--- src/rtl/mux_stream_rr.sv ---
// N:1 valid/ready stream mux with fixed-select and round-robin modes and a single output register.
// Optional: define MUX_STREAM_CHAN_ID_EN to add an out_sel port tagging each word with its source.
module mux_stream_rr #(
    parameter int unsigned WIDTH    = 8,
    parameter int unsigned CHANNELS = 4,
    localparam int unsigned SEL_W   = $clog2(CHANNELS)
) (
    input  logic                      clk,
    input  logic                      rst,
    input  logic [CHANNELS*WIDTH-1:0] in_data,
    input  logic [CHANNELS-1:0]       in_valid,
    output logic [CHANNELS-1:0]       in_ready,
    input  logic [SEL_W-1:0]          select,
    input  logic                      mode,
    output logic [WIDTH-1:0]          out_data,
    output logic                      out_valid,
`ifdef MUX_STREAM_CHAN_ID_EN
    output logic [SEL_W-1:0]          out_sel,
`endif
    input  logic                      out_ready
);

    logic [SEL_W-1:0] r_ptr;
    logic [WIDTH-1:0] r_data;
    logic             r_valid;

    logic             w_load;
    logic             w_take;
    logic             w_gnt_vld;
    logic [SEL_W-1:0] w_gnt;
    logic [SEL_W-1:0] w_idx;
    logic [WIDTH-1:0] w_gnt_data;

    always_comb begin
        w_gnt_vld = 1'b0;
        w_gnt     = '0;
        w_idx     = '0;
        if (!mode) begin
            // An out-of-range select matches no k, so it yields no grant.
            for (int k = 0; k < CHANNELS; k++) begin
                if (select == SEL_W'(k) && in_valid[k]) begin
                    w_gnt_vld = 1'b1;
                    w_gnt     = SEL_W'(k);
                end
            end
        end else begin
            // Walk the search order backwards so the earliest candidate after r_ptr wins.
            for (int i = CHANNELS; i >= 1; i--) begin
                w_idx = SEL_W'((int'(r_ptr) + i) % CHANNELS);
                if (in_valid[w_idx]) begin
                    w_gnt_vld = 1'b1;
                    w_gnt     = w_idx;
                end
            end
        end
    end

    assign w_load = !r_valid || out_ready;
    assign w_take = !rst && w_load && w_gnt_vld;

    always_comb begin
        in_ready   = '0;
        w_gnt_data = '0;
        for (int k = 0; k < CHANNELS; k++) begin
            in_ready[k] = w_take && (w_gnt == SEL_W'(k));
            if (w_gnt == SEL_W'(k)) begin
                w_gnt_data = in_data[k*WIDTH +: WIDTH];
            end
        end
    end

    always_ff @(posedge clk) begin
        if (rst) begin
            r_valid <= 1'b0;
            r_data  <= '0;
            r_ptr   <= SEL_W'(CHANNELS - 1);
        end else if (w_load) begin
            if (w_gnt_vld) begin
                r_valid <= 1'b1;
                r_data  <= w_gnt_data;
                r_ptr   <= w_gnt;
            end else begin
                r_valid <= 1'b0;
            end
        end
    end

`ifdef MUX_STREAM_CHAN_ID_EN
    logic [SEL_W-1:0] r_sel;

    always_ff @(posedge clk) begin
        if (rst) begin
            r_sel <= '0;
        end else if (w_load && w_gnt_vld) begin
            r_sel <= w_gnt;
        end
    end

    assign out_sel = r_sel;
`endif

    assign out_data  = r_data;
    assign out_valid = r_valid;

endmodule

--- config.mk ---
export PLATFORM = sky130hd
export DESIGN_NAME = mux_stream_rr
export DESIGN_NICKNAME = d
export VERILOG_FILES = /design/src/rtl/mux_stream_rr.sv
export SDC_FILE = /design/constraint.sdc
export NUM_CORES = 1
export LEC_CHECK = 0
export CORE_ASPECT_RATIO = 1.1
export CORE_MARGIN = 3
export CORE_UTILIZATION = 25
export DETAILED_ROUTE_END_ITERATION = 12
export DONT_BUFFER_PORTS = 1
export GPL_ROUTABILITY_DRIVEN = 0
export SLEW_MARGIN = 20
export SYNTH_ARGS = -nofsm -noshare
export SYNTH_HDL_FRONTEND = slang
export SYNTH_SLANG_ARGS = --single-unit
--- constraint.sdc ---
create_clock -name clk -period 3.3 [get_ports clk]
set_input_delay 0.165 -clock clk [delete_from_list [all_inputs] [get_ports clk]]
set_output_delay 0.165 -clock clk [all_outputs]
set_load 0.005 [all_outputs]
==> results.yml, run 1 <==
outcome:
  status: "completed"
global_routing:
  grtUsageTotal_pct: 14.2
  grt_pass1_vias: 1159
  grt_max_degree: 31
  antenna_found_initial: 0
  grt.overflow.total: 0
  grt_pass1_wl_um: 6410
clock_tree:
  cts_buffer_depth: 2
  insertion_delay_ns: 0.24
  clkSlewWorstSetupHoldPaths_ns: 0.05
  cts_sinks: 11
  cts_root_buf: "clkbuf_8"
  cts_tree: "done"
  htreeDepth: 1
  cts_buffers: 3
  cts_resized: 0
drt:
  avgRoutedWirePerCell_um: 21.2
  first_iter_violations: 127
  viasPerCell: 6.47
  drt_pass1_iterations: 4
  ant_nets: 0
  wl_um: 4100
  vias: 1249
  remaining_drc_errors: 0
logic_synthesis:
  ys_ff_latch: 11
  synth.most_common_cell: "nand2_1"
  synthTopCellsByCount: "nand2_1 (25), a311o_1 (16), nand4_1 (16)"
  synth_edf_count: 0
  syn_area_per_cell_um2: 8.00
  synthArstFlopShare_pct: 0
  syn_area_um2: 1220
  postSynthNetCount: 194
  ys_top_cells_by_area: "dfxtp_1 (18%), a311o_1 (13%), nand4_1 (8.2%)"
  synth_cell_types: 38
  yosysWarnings: 0
  ys_seq_area_share_pct: 18.1
  synth_ff_type: "dfxtp_1"
  synth_top_area_share_pct: 18.1
  postSynthCellCount: 152
  synth_top_area_cell: "dfxtp_1"
critical_path:
  critical_path.max_stage_delay_ns: 0.53
  path_buf_inv: 0
  worstPathRequired_ns: 3.13
  path_depth: 5
  path_class: "reg -> out"
  crit_family: "simple AND/OR/NAND/NOR gates"
  critical_path.cell_chain: "mux2i_1, and3b_1, nor3_1, or3_1, nor3_1"
  worstPathArrival_ns: 2.26
  start_kind: "flop"
  critPathMaxFanout: 17
  rr_worst_depth: 5
  end_kind: "output port"
  cpMostUsedCell: "nor3_1"
  crit_slowest_cell: "and3b_1"
die:
  initial_utilization_pct: 27.0
  rows: 25
  ios: 55
  dieArea_um2: 5740
  die_w_um: 72.5
  core_um2: 4500
  die_h_um: 79.2
placement:
  place_area_um2: 1160
  hpwlAfterDp_um: 2970
  port_buffers: 0
power_and_ir_drop:
  p_clk_share_pct: 29.4
  pwr-share-comb_pct: 34.9
  seqPwrFrac_pct: 35.8
  vdd_drop_max_mv: 0.133
  power_density_nw_per_um2: 380
  p_int_mw: 0.296
  netSwitchingFraction_pct: 36.1
  p_leak_nw: 0.341
  total_power_mw: 0.464
  p_switching_mw: 0.168
cells_and_area:
  diodes: 0
  fillers: 523
  layout-drive-gt1-share_pct: 9.35
  design_area_um2: 1220
  finish.net_count: 182
  area_growth_pct: 0.411
  regArea_um2: 220
  multi_input_area_um2: 877
timing:
  setup_viol: 0
  hold_viol_final: 0
  fin_crit_sh_pct: 73.6
  whs_ns: 0.0221
  maxSlewHeadroom_pct: 40.3
  maxSlewViolCount: 0
  final.min_clock_period_ns: 2.43
  fin_worst_skew_ns: 0.000542
  tns_ns: 0
  rsz0062_at_grt: "false"
  fmax_mhz: 412
  tightest_slew_ns: 0.883
min_path:
  hp-class: "in -> reg"
  min_delay_path_depth: 1
run:
  drv_cap: 0
-- logic make-up (layout without fill, tap and decap cells) --
logic type / after synthesis / after routing / synth area share (%)
muxes: 4 / 4 / 4.53
buffers and inverters: 18 / 5 / 9.77
and+or+nand+nor: 65 / 65 / 28.3
DFF: 11 / 11 / 18.1
AOI/OAI and AO/OA: 54 / 54 / 39.3
-- worst reg2reg max path, stage by stage (launching register included) --
cell and delay [ns]:
dfxtp_1 0.44, mux2i_1 0.24, and3b_1 0.53, o311ai_0 0.22
a311o_1 0.42, a31oi_1 0.18
-- area by class of cell --
type | instances | area share (%)
Multi-Input combinational cell | 123 | 71.8
Sequential cell | 11 | 18.0
Tap cell | 54 | 5.53
Clock buffer | 3 | 3.38
Timing Repair Buffer | 1 | 0.820
Clock inverter | 1 | 0.410
-- cells in the final DEF, fill, tap and decap left out, types with 2 or more instances in the layout --
| cell type | Yosys | layout |
|---|---|---|
| nand2b_1 | 3 | 3 |
| nand2_1 | 25 | 25 |
| nor3_1 | 3 | 3 |
| a21oi_1 | 3 | 3 |
| nor4_1 | 2 | 2 |
| a31oi_1 | 8 | 8 |
| o311ai_0 | 9 | 9 |
| clkbuf_8 | 0 | 3 |
| nor2_1 | 4 | 4 |
| o311ai_1 | 7 | 7 |
| nand3b_1 | 3 | 3 |
| dfxtp_1 | 11 | 11 |
| mux2_2 | 2 | 2 |
| nor2b_1 | 3 | 3 |
| a311o_1 | 16 | 16 |
| o21ai_0 | 2 | 2 |
| nand4_1 | 16 | 16 |
-- layer usage --
layer  vias to the layer above  wire length (µm)  GRT usage [%]  part of all wire, %
li1                        607                 -              -                    -
met1                       586              1660           19.4                   40
met2                        52              1920           21.2                   47
met3                         4               479           5.57                   12
met4                         0                41           2.40                  1.0
met5                         -                 0              0                    0
-- flip-flops by register name (all words and copies together) (netlist names) --
| register | flops |
|---|---|
| r_ptr | 2 |
| out_data | 8 |
| out_valid | 1 |
-- stage by stage --
stage	worst slack, ns	instances	util [%]
finish	0.872	193	27.1
global placement	1.22	188	25.9
global route	0.690	193	27.1
floorplan	1.47	152	-
detailed placement	1.16	188	25.9
CTS	0.892	193	27.1
-- power by group through the flow --
stage          clock (mW)  sequential (mW)  combinational, mW
3_3_place_gp            0            0.169              0.157
3_5_place_dp            0            0.169              0.158
2_1_floorplan           0            0.164              0.153
6_report            0.136            0.166              0.162
5_1_grt             0.148            0.168              0.182
4_1_cts             0.144            0.166              0.162
-- what timing repair did --
| action | 4_1_cts | 5_1_grt |
|---|---|---|
| hold buffers | 1 | 0 |
| setup endpoints to repair | 0 | 0 |
| endpoints found under the hold margin | 9 | 0 |
| buffers inserted | 0 | 0 |
-- final timing paths --
| path | from | end | slack (ns) |
|---|---|---|---|
| hold reg to reg | out_data[4]$_SDFFE_PP0P_ | out_data[4]$_SDFFE_PP0P_ | 0.51 |
| setup / recovery | r_ptr[1]$_SDFFE_PP1P_ | in_ready[3] | 0.87 |
| hold / removal | rst | r_ptr[0]$_SDFFE_PP1P_ | 0.02 |
| setup reg to reg | r_ptr[1]$_SDFFE_PP1P_ | out_data[0]$_SDFFE_PP0P_ | 1.19 |
(Power assumes the default switching activity.)
==> run 2, diff against run 1 <==
==> constraint.sdc (replaced) <==
create_clock -name clk -period 2.1 [get_ports clk]
set_input_delay 0.105 -clock clk [delete_from_list [all_inputs] [get_ports clk]]
set_output_delay 0.105 -clock clk [all_outputs]
set_load 0.005 [all_outputs]
==> run 2 against run 1 <==
Effect of this change: utilization up 2.5 points; largest cell class unchanged; first-iteration DRC count rose by 0.79%; register-to-register slack worse by 0.94 ns; highest routed layer unchanged; critical endpoint is now in_ready[2]; clock power up 57%; hold slack better by 0.085 ns; setup slack got worse by 0.77 ns; sequential share of layout area shrank 1.4 points.
==> results.yml, run 2 (synthesized netlist as in run 1, its figures left out) <==
outcome:
  status: "completed"
drt:
  vias: 1332
  first_iter_violations: 128
  drt_pass1_iterations: 4
  avgRoutedWirePerCell_um: 21.1
  viasPerCell: 6.50
  ant_nets: 0
  wl_um: 4330
  remaining_drc_errors: 0
min_path:
  hp-class: "in -> reg"
critical_path:
  end_kind: "output port"
  worstPathArrival_ns: 1.89
  start_kind: "flop"
  critical_path.max_stage_delay_ns: 0.43
  crit_slowest_cell: "or3_1"
  path_buf_inv: 0
  critical_path.cell_chain: "mux2i_1, and3b_1, nor3_2, or3_1, nor3_1"
  crit_family: "simple AND/OR/NAND/NOR gates"
  worstPathRequired_ns: 2.00
  path_class: "reg -> out"
  critPathMaxFanout: 7
timing:
  fin_worst_skew_ns: 0.000662
  maxSlewViolCount: 0
  setup_viol: 0
  final.min_clock_period_ns: 1.99
  tightest_slew_ns: 0.523
  fin_crit_sh_pct: 95.0
  whs_ns: 0.107
  maxSlewHeadroom_pct: 65.0
  hold_viol_final: 0
  fmax_mhz: 501
global_routing:
  grt_pass1_vias: 1307
  antenna_found_initial: 0
  grt_pass1_wl_um: 7060
  grt.overflow.total: 0
  grt_max_degree: 31
  grtUsageTotal_pct: 15.5
die:
  rows: 25
  core_um2: 4500
  dieArea_um2: 5740
  initial_utilization_pct: 27.0
  die_h_um: 79.2
  ios: 55
  die_w_um: 72.5
clock_tree:
  cts_sinks: 11
  cts_tree: "done"
  cts_root_buf: "clkbuf_8"
  cts_buffer_depth: 2
  clkSlewWorstSetupHoldPaths_ns: 0.05
  cts_buffers: 3
  htreeDepth: 1
  insertion_delay_ns: 0.24
cells_and_area:
  area_growth_pct: 9.77
  largest_reg_flops: 8
  layout_common_cells: "nand2_1 (25), nand4_1 (16), a311o_1 (16)"
  layout-drive-gt1-share_pct: 19.9
  finish.net_count: 194
  diodes: 0
  finalNonFillerCells: 205
  final_common_cell: "nand2_1"
power_and_ir_drop:
  power_density_nw_per_um2: 577
  total_power_mw: 0.771
  p_leak_nw: 0.399
  vdd_drop_max_mv: 0.339
run:
  drv_cap: 0
placement:
  port_buffers: 0
  dp.cells: 199
  hpwlAfterDp_um: 3180
run 2: cell count changes in the layout (fill, tap and decap cells not counted), sizes merged:
| cell | change |
|---|---|
| buf | +12 |
| clkbuf | +1 |
| clkinv | -1 |
run 2: report_power, final:
part / internal, mW / switching, mW / leakage, nW
combinational: 0.126 / 0.168 / 0.285
sequential: 0.236 / 0.0270 / 0.0908
clock: 0.133 / 0.0794 / 0.0228
total: 0.496 / 0.275 / 0.399
run 2: final cells by class:
class / count / area [µm²]
timing repair buffer: 13 / 100
clock buffer: 4 / 45.0
sequential: 11 / 221
fill: 517 / 3170
tap: 54 / 67.6
multi-input combinational: 123 / 901
run 2: per-stage QoR:
stage | util, % | TNS, ns | setup WS, ns | cell area, µm²
after global placement | 27.7 | 0 | 0.252 | 1250
after global routing | 29.6 | -0.00736 | -0.00736 | 1340
after detailed placement | 27.7 | 0 | 0.229 | 1250
after CTS | 29.1 | 0 | 0.0289 | 1310
after floorplan | - | 0 | 0.326 | 1220
final | 29.6 | 0 | 0.105 | 1340
run 2: path summary, 6_finish.rpt:
kind	startpoint	endpoint	slack [ns]	cells after the start
hold / removal	mode	out_valid$_SDFFE_PP0N_	0.11	2
setup / recovery	r_ptr[1]$_SDFFE_PP1P_	in_ready[2]	0.11	5
setup reg to reg	r_ptr[1]$_SDFFE_PP1P_	out_data[1]$_SDFFE_PP0P_	0.25	6
hold reg to reg	out_data[4]$_SDFFE_PP0P_	out_data[4]$_SDFFE_PP0P_	0.50	2
run 2: repair_timing:
action | 4_1_cts | 5_1_grt
buffers inserted | 0 | 1
setup endpoints to repair | 1 | 5
pin swaps | 0 | 1
gates resized for setup | 1 | 5
hold endpoints to repair | 11 | 0
hold buffers | 1 | 0
run 2: per-layer routing:
| layer | vias to the layer above | global-route usage [%] | share of wire (%) |
|---|---|---|---|
| li1 | 628 | - | - |
| met1 | 636 | 20.2 | 40 |
| met2 | 66 | 24.0 | 49 |
| met3 | 2 | 5.95 | 10 |
| met4 | 0 | 3.51 | 0.48 |
| met5 | - | 0 | 0 |
run 2: worst reg2reg max path: cells and delay by family (launching register included):
family / cells / cell delay, ns
AOI/OAI and AO/OA: 3 / 0.70
buffers and inverters: 1 / 0.18
DFF: 1 / 0.39
muxes: 1 / 0.24
and+or+nand+nor: 1 / 0.27
==> run 3, diff against run 2 <==
--- a/config.mk
+++ b/config.mk
@@ -5,12 +5,13 @@
 export SDC_FILE = /design/constraint.sdc
 export NUM_CORES = 1
 export LEC_CHECK = 0
-export CORE_ASPECT_RATIO = 1.1
 export CORE_MARGIN = 3
 export CORE_UTILIZATION = 25
+export CTS_CLUSTER_SIZE = 25
 export DETAILED_ROUTE_END_ITERATION = 12
 export DONT_BUFFER_PORTS = 1
 export GPL_ROUTABILITY_DRIVEN = 0
+export SETUP_SLACK_MARGIN = 0.15
 export SLEW_MARGIN = 20
 export SYNTH_ARGS = -nofsm -noshare
 export SYNTH_HDL_FRONTEND = slang
==> run 3 against run 2 <==
Effect of this change: count of clock-buffer cells in the layout stayed put; hold slack got worse by 0.029 ns; sequential cell count stayed put; register-to-register slack improved by 0.04 ns; design area up 0.56%; critical path depth stayed put; first-iteration DRC count up 7.0%; largest cell class unchanged; largest power group unchanged.
==> results.yml, run 3 (synthesized netlist as in run 1, its figures left out) <==
cells_and_area:
  diodes: 0
  multi_input_area_um2: 917
  layout_common_cells: "nand2_1 (25), nand4_1 (16), a311o_1 (16)"
  finalCoreUtilization_pct: 29.6
  finish.net_count: 190
  final_common_cell: "nand2_1"
  area_growth_pct: 10.4
  fillers: 499
  layout-drive-gt1-share_pct: 19.7
  regArea_um2: 225
  largest_reg_flops: 8
power_and_ir_drop:
  vdd_drop_max_mv: 0.193
  power_density_nw_per_um2: 580
  p_leak_nw: 0.386
  total_power_mw: 0.778
timing:
  setup_viol: 0
  hold_viol_final: 0
  final.min_clock_period_ns: 1.95
  maxSlewHeadroom_pct: 65.3
  tns_ns: 0
  tightest_slew_ns: 0.520
  fin_crit_sh_pct: 92.7
  rsz0062_at_grt: "true"
  fmax_mhz: 514
  fin_worst_skew_ns: 0.00697
  maxSlewViolCount: 0
critical_path:
  worstPathArrival_ns: 1.84
  worstPathRequired_ns: 2.00
  reg2reg_slack_ns: 0.29
  crit_slowest_cell: "or3_4"
  crit_end: "in_ready[3]"
  crit_start: "r_ptr[1]$_SDFFE_PP1P_"
  regToRegStartpoint: "r_ptr[0]$_SDFFE_PP1P_"
  critPathMaxFanout: 7
  critical_path.max_stage_delay_ns: 0.42
  path_depth: 5
  worst_r2r_endpoint: "out_data[6]$_SDFFE_PP0P_"
  path_buf_inv: 0
  rr_worst_depth: 6
  end_kind: "output port"
  path_class: "reg -> out"
  critical_path.cell_chain: "mux2i_1, and3b_2, nor3_2, or3_4, nor3_4"
  crit_family: "simple AND/OR/NAND/NOR gates"
  start_kind: "flop"
drt:
  vias: 1327
  ant_nets: 0
  remaining_drc_errors: 0
  avgRoutedWirePerCell_um: 21.2
  drt_pass1_iterations: 4
  wl_um: 4500
  first_iter_violations: 137
  viasPerCell: 6.26
die:
  die_h_um: 75.7
  ios: 55
  core_um2: 4530
  die_w_um: 75.7
  initial_utilization_pct: 26.8
  rows: 24
  dieArea_um2: 5740
global_routing:
  grt.overflow.total: 0
  antenna_found_initial: 0
  grt_max_degree: 31
  grt_pass1_vias: 1230
  grtUsageTotal_pct: 15.4
  grt_pass1_wl_um: 6690
clock_tree:
  cts_sinks: 11
  cts_buffers: 3
  clkSlewWorstSetupHoldPaths_ns: 0.05
  htreeDepth: 1
  cts_root_buf: "clkbuf_8"
  cts_tree: "done"
  cts_buffer_depth: 2
  insertion_delay_ns: 0.25
run:
  drv_cap: 0
outcome:
  status: "completed"
placement:
  hpwlAfterDp_um: 3190
  port_buffers: 0
min_path:
  hp-class: "in -> reg"
-- run 3: how the worst min path moves through the flow --
stage	from	end	slack (ns)	cells past startpoint
floorplan	rst	r_ptr[0]$_SDFFE_PP1P_	0.20	1
global placement	rst	out_data[7]$_SDFFE_PP0P_	0.18	1
detailed placement	rst	out_valid$_SDFFE_PP0N_	0.18	1
CTS	mode	out_valid$_SDFFE_PP0N_	0.09	2
global route	mode	out_valid$_SDFFE_PP0N_	0.09	2
finish	mode	out_valid$_SDFFE_PP0N_	0.08	2
-- run 3: report_power, final --
group          internal [mW]  leakage [nW]  switching (mW)
logic                  0.122         0.273           0.173
clock network          0.134        0.0228          0.0861
registers              0.237        0.0910          0.0264
-- run 3: layer usage --
layer | up-vias | GRT usage, % | part of all wire [%]
li1 | 621 | - | -
met1 | 640 | 19.4 | 38
met2 | 56 | 23.7 | 50
met3 | 10 | 6.33 | 9.8
met4 | 0 | 5.05 | 2.2
met5 | - | 0 | 0
-- run 3: per-stage QoR --
stage | cell area, µm² | std cells | worst slack, ns | hold slack, ns
global route | 1340 | 212 | 0.0646 | 0.0927
finish | 1340 | 212 | 0.154 | 0.0780
detailed placement | 1230 | 206 | 0.156 | 0.180
CTS | 1310 | 211 | 0.162 | 0.0868
floorplan | 1220 | 152 | 0.326 | 0.199
global placement | 1230 | 206 | 0.234 | 0.177
-- run 3: repair_timing --
action,CTS,global route
pin swaps,0,2
gates cloned,0,0
hold endpoints to repair,11,0
resized for setup,7,5
hold buffers,1,0
buffers inserted,0,1
setup endpoints to repair,6,6
-- run 3: cell type report --
cell class | count | share of cell area (%)
Clock buffer | 4 | 3.36
Tap cell | 65 | 6.06
Multi-Input combinational cell | 123 | 68.3
Sequential cell | 11 | 16.8
Timing Repair Buffer | 9 | 5.50
